<file path="src/rtl/dmem_store_responder.sv">
// Data-memory responder: posted-write store buffer drained into a word RAM,
// plus a result mailbox. Define STORE_FWD_EN to forward pending stores to loads.
module dmem_store_responder #(
  parameter int          DEPTH        = 4,
  parameter int          WORDS        = 64,
  parameter logic [31:0] MAILBOX_ADDR = 32'd100,
  parameter logic [31:0] EXPECT       = 32'd25
) (
  input  logic        clk,
  input  logic        reset,
  input  logic        MemWrite,
  input  logic        MemRead,
  input  logic [31:0] DataAdr,
  input  logic [31:0] WriteData,
  output logic [31:0] ReadData,
  output logic        Stall,
  output logic        Done,
  output logic        Pass,
  output logic        Err
);

  localparam int PW = $clog2(DEPTH);
  localparam int IW = $clog2(WORDS);
  localparam int CW = $clog2(DEPTH + 1);

  typedef struct packed {
    logic [IW-1:0] idx;
    logic [31:0]   data;
    logic          mbox;
  } entry_t;

  entry_t        buffer [DEPTH];
  logic [31:0]   ram    [WORDS];
  logic [PW-1:0] head, tail;
  logic [CW-1:0] count;
  logic [31:0]   mailbox;

  logic [IW-1:0] wordIdx;
  logic          aligned, isMbox, full;
  logic          match, loadHazard, push, drain;
  logic [31:0]   fwdData;
  entry_t        headEntry;

  assign wordIdx   = DataAdr[IW+1:2];
  assign aligned   = (DataAdr[1:0] == 2'b00);
  assign isMbox    = (DataAdr == MAILBOX_ADDR);
  assign full      = (count == CW'(DEPTH));
  assign headEntry = buffer[head];

  // Scan oldest to youngest so the last hit is the youngest pending store.
  always_comb begin
    match   = 1'b0;
    fwdData = '0;
    for (int i = 0; i < DEPTH; i++) begin
      if (CW'(i) < count &&
          buffer[head + PW'(i)].idx  == wordIdx &&
          buffer[head + PW'(i)].mbox == isMbox) begin
        match   = 1'b1;
        fwdData = buffer[head + PW'(i)].data;
      end
    end
  end

`ifdef STORE_FWD_EN
  assign loadHazard = 1'b0;
`else
  assign loadHazard = MemRead && match;
`endif

  // A misaligned store is dropped rather than held, so it never stalls.
  assign Stall = (MemWrite && aligned && full) || loadHazard;
  assign push  = MemWrite && aligned && !Stall;
  assign drain = (count != '0) && (!MemRead || loadHazard);

  // Without forwarding a hit always stalls the load, so the value is don't-care.
  always_comb begin
    ReadData = isMbox ? mailbox : ram[wordIdx];
    if (match) ReadData = fwdData;
  end

  // NOTE: sequential state uses non-blocking assignments so every register
  // samples pre-edge values regardless of statement order.
  always_ff @(posedge clk or posedge reset) begin
    if (reset) begin
      head    <= '0;
      tail    <= '0;
      count   <= '0;
      mailbox <= '0;
      Done    <= 1'b0;
      Pass    <= 1'b0;
      Err     <= 1'b0;
    end else begin
      if (push)  tail <= tail + PW'(1);
      if (drain) head <= head + PW'(1);
      case ({push, drain})
        2'b10:   count <= count + CW'(1);
        2'b01:   count <= count - CW'(1);
        default: count <= count;
      endcase
      if (drain && headEntry.mbox) begin
        mailbox <= headEntry.data;
        Done    <= 1'b1;
        if (headEntry.data == EXPECT) Pass <= 1'b1;
      end
      if (MemWrite && !aligned) Err <= 1'b1;
    end
  end

  // NOTE: storage arrays carry no reset; validity comes from the reset
  // pointers and count, and a reset RAM would not map onto block memory.
  always_ff @(posedge clk) begin
    if (push) buffer[tail] <= '{idx: wordIdx, data: WriteData, mbox: isMbox};
  end

  always_ff @(posedge clk) begin
    if (drain && !headEntry.mbox) ram[headEntry.idx] <= headEntry.data;
  end

endmodule

</file>
<file path="config.mk">
export PLATFORM = sky130hd
export DESIGN_NAME = dmem_store_responder
export DESIGN_NICKNAME = d
export VERILOG_FILES = /design/src/rtl/dmem_store_responder.sv
export SDC_FILE = /design/constraint.sdc
export NUM_CORES = 2
export LEC_CHECK = 0
export BUFFER_PORTS_ARGS = -buffer_cell sky130_fd_sc_hd__buf_2
export CAP_MARGIN = 20
export CORE_MARGIN = 2
export CORE_UTILIZATION = 25
export DETAILED_ROUTE_END_ITERATION = 8
export GPL_TIMING_DRIVEN = 0
export PLACE_DENSITY = 0.42
export SYNTH_ARGS = -nofsm -noshare
export SYNTH_HDL_FRONTEND = slang
export SYNTH_SLANG_ARGS = --single-unit
</file>
<file path="constraint.sdc">
create_clock -name clk -period 7.7 [get_ports clk]
set_input_delay 0.77 -clock clk [delete_from_list [all_inputs] [get_ports clk]]
set_output_delay 0.77 -clock clk [all_outputs]
set_load 0.02 [all_outputs]
</file>
==> flow_metrics.tcl <==
set metrics [dict create \
    status "complete, no violations" \
    peakVddDrop_v 0.000224 \
    die_width_um 605 \
    hold_viol 0 \
    path_clk_slew_ps 70 \
    drt.antenna.violating_nets 0 \
    routabilityCongestion 0.913 \
    ys_warn_count 0 \
    synth_top_area_share_pct 73.4 \
    grt_first_pass_wirelength_mm 406 \
    min_period_ps 7070 \
    drive_gt1_share_pct 30.5 \
    critPathMaxFanout 10 \
    first_iter_violations 4908 \
    wirelength_mm 297 \
    ys_top_cells_by_area "edfxtp_1 73%, mux4_2 15%, mux2i_1 2.5%, dfrtp_1 1.2%, mux2_2 0.97%" \
    synth_edf_count 2204 \
    antenna_found_initial 22 \
    fmax_ghz 0.141 \
    cp_slowest_cell "a211oi_1" \
    yosys.area.top_type "edfxtp_1" \
    drc_errors 0 \
    maxCapViolCount 0 \
    placedInstanceArea_um2 101000 \
    yosysMostFrequentCell "edfxtp_1" \
    path_cells "buf_2 > buf_2 > buf_2 > clkbuf_1 > buf_2 > buf_1 > mux4_2 > a211oi_1 > a2111oi_2 > buf_4 > a211oi_1 > o22ai_1 > buf_2" \
    setup_tns_ps 0 \
    slew_violations 0 \
    dieArea_um2 365000 \
    area_delta_synth_final_pct 20.6 \
    cts_buffer_depth 4 \
    crit_family "buffers and inverters" \
    vias 46600 \
    fp.coreArea_um2 359000 \
    setup_violations 0 \
    syn_avg_cell_area_um2 21.4 \
    async_flop_share_pct 1.87 \
    final_core_util_pct 30.3 \
    start_util_pct 25.1 \
    yosysSeqAreaShare_pct 74.6 \
    cts_buffers 236 \
    first_pass_iters 6 \
    worst_hold_slack_ps 82.7 \
    root_buffer "clkbuf_16" \
    synth_cell_types 63 \
    hpwl_mm 209 \
    max_stage_delay_ps 810 \
    cts.sinks 2246 \
    synthTopCellsByCount "2,204 x edfxtp_1, 593 x mux4_2, 222 x mux2i_1" \
    wire_per_inst_um 30.5 \
    final.period_utilization_pct 91.9 \
    worst_pin_slew_ps 1210 \
    syn-cell-area_um2 90200 \
    clk_latency_ps 950 \
    cp-end-kind "output pin" \
    final_area_um2 109000 \
    rsz0062_at_grt "no" \
    die_height_um 605 \
    finalNetCount 4852 \
    h-tree-depth 4 \
    path_class "in2out" \
    hold_class "in2reg" \
    ys.flop_type "edfxtp_1" \
    cp_num_buf_inv 8 \
    grt_max_degree 39 \
    port_buffers 103 \
    postSynthCellCount 4222 \
    vias_per_cell 4.78 \
    worstPathRequired_ps 6930 \
    nFillCells 34900 \
    grt_pass1_vias 47500 \
    io_pins 104 \
    row_count 220 \
    tritoncts "yes" \
    post_cts_buffers 0 \
    critical_path.most_common_cell "buf_2" \
    start_kind "input port" \
    grt_use_total_pct 15.9 \
    cp.arrival_ps 6300 \
    cellLeakagePower_nw 33.5 \
    overflow 0 \
    ys_ff_latch 2246 \
    timing.slew.headroom_pct 19.4 \
    syn_nets 4299 \
    p_per_area_nw_per_um2 325 \
    finalClockSkew_ps 81.9 \
]
[power breakdown]
group	switching, mW	internal (mW)	total (mW)	leakage (nW)
clock network	4.76	5.93	10.7	3.43
registers	0.119	15.7	15.9	20.2
logic	6.16	2.65	8.81	9.84
total	11.0	24.3	35.4	33.5
[cells by family (layout without fill, tap and decap cells)]
| group | Yosys count | in the layout | share of synthesized area [%] |
|---|---|---|---|
| XOR/XNOR | 35 | 35 | 0.340 |
| other | 0 | 5 | 0 |
| multiplexers | 924 | 924 | 18.7 |
| flip-flops | 2246 | 2246 | 74.6 |
| AO/OA/AOI/OAI | 377 | 377 | 3.02 |
| adder cells (fa/ha/maj) | 9 | 9 | 0.125 |
| buffers and inverters | 278 | 1011 | 1.36 |
| AND/OR/NAND/NOR | 353 | 353 | 1.91 |
[cell usage in the layout, fill, tap and decap left out, types with 20 or more instances in the layout]
| cell type | netlist | layout |
|---|---|---|
| a22oi_1 | 38 | 38 |
| nand4_1 | 45 | 45 |
| a31oi_1 | 27 | 27 |
| xnor2_1 | 24 | 24 |
| edfxtp_1 | 2204 | 2204 |
| clkbuf_1 | 132 | 191 |
| dfrtp_1 | 42 | 42 |
| buf_1 | 52 | 50 |
| nor2b_1 | 25 | 25 |
| nand2_1 | 80 | 80 |
| a22o_1 | 20 | 20 |
| mux4_2 | 593 | 593 |
| nor2_4 | 0 | 64 |
| buf_12 | 0 | 112 |
| clkbuf_16 | 0 | 238 |
| buf_16 | 0 | 42 |
| clkinv_2 | 0 | 37 |
| buf_2 | 68 | 177 |
| o2111ai_1 | 20 | 20 |
| o22ai_1 | 32 | 32 |
| clkinv_1 | 0 | 54 |
| a211oi_1 | 97 | 97 |
| buf_4 | 6 | 28 |
| nor2_1 | 140 | 76 |
| o31a_1 | 27 | 27 |
| a21oi_1 | 60 | 34 |
| buf_8 | 3 | 32 |
| a21oi_4 | 0 | 26 |
| mux2_2 | 78 | 78 |
| mux2_1 | 22 | 22 |
| mux2i_1 | 222 | 216 |
[layer usage]
layer | vias to the layer above | share of wire, % | track usage (%) | wire (um)
met1 | 25700 | 44 | 22.0 | 132000
li1 | 19100 | - | - | -
met5 | - | 0.0040 | 0 | 12
met3 | 409 | 4.8 | 2.17 | 14200
met2 | 1400 | 47 | 25.8 | 140000
met4 | 2 | 3.7 | 5.41 | 11000
[repair_timing]
item                      in CTS  in global routing
gates resized for setup        0                  0
hold buffers                   1                  0
hold endpoints to repair       7                  0
[registers in the layout, indices dropped and copies added, names as in the netlist]
name / flops
Pass: 1
buffer: 156
mailbox: 32
count: 3
Err: 1
ram: 2048
tail: 2
head: 2
Done: 1
[final timing paths]
path                       startpoint            end  slack [ps]  cells after the start
min reg2reg                       Err            Err         470                      1
max                        DataAdr[3]    ReadData[4]         630                     13
max in group asynchronous       reset    mailbox[25]        6780                      4
min in group asynchronous       reset        tail[1]         340                      3
min                        DataAdr[7]  buffer[0][38]          80                      1
max reg2reg                   head[0]     ram[17][9]        2340                     10
[layout make-up]
type / count / area [um2] / share of cell area [%]
Clock inverter: 111 / 733 / 0.674
Tap cell: 4773 / 5970 / 5.49
Timing Repair Buffer: 315 / 4570 / 4.20
Multi-Input combinational cell: 1698 / 22700 / 20.9
Sequential cell: 2246 / 67200 / 61.8
Clock buffer: 307 / 6280 / 5.78
Buffer: 266 / 1180 / 1.09
Inverter: 12 / 45.0 / 0.0414
Antenna cell: 5 / 12.5 / 0.0115
[stage by stage]
step,cells,setup WS [ps],total power [mW]
3_3_place_gp,9098,-3850,24.0
3_5_place_dp,9297,597,24.9
5_1_grt,9729,451,36.5
6_report,9733,627,35.4
2_1_floorplan,4222,2660,20.0
4_1_cts,9716,608,35.7
[worst register-to-register path, delay by kind of cell, from the launching register on]
family / cells / cell delay (ps)
AOI/OAI and AO/OA: 1 / 260
DFF: 1 / 510
buffers and inverters: 6 / 2320
and+or+nand+nor: 3 / 1860
(Power assumes the default switching activity.)
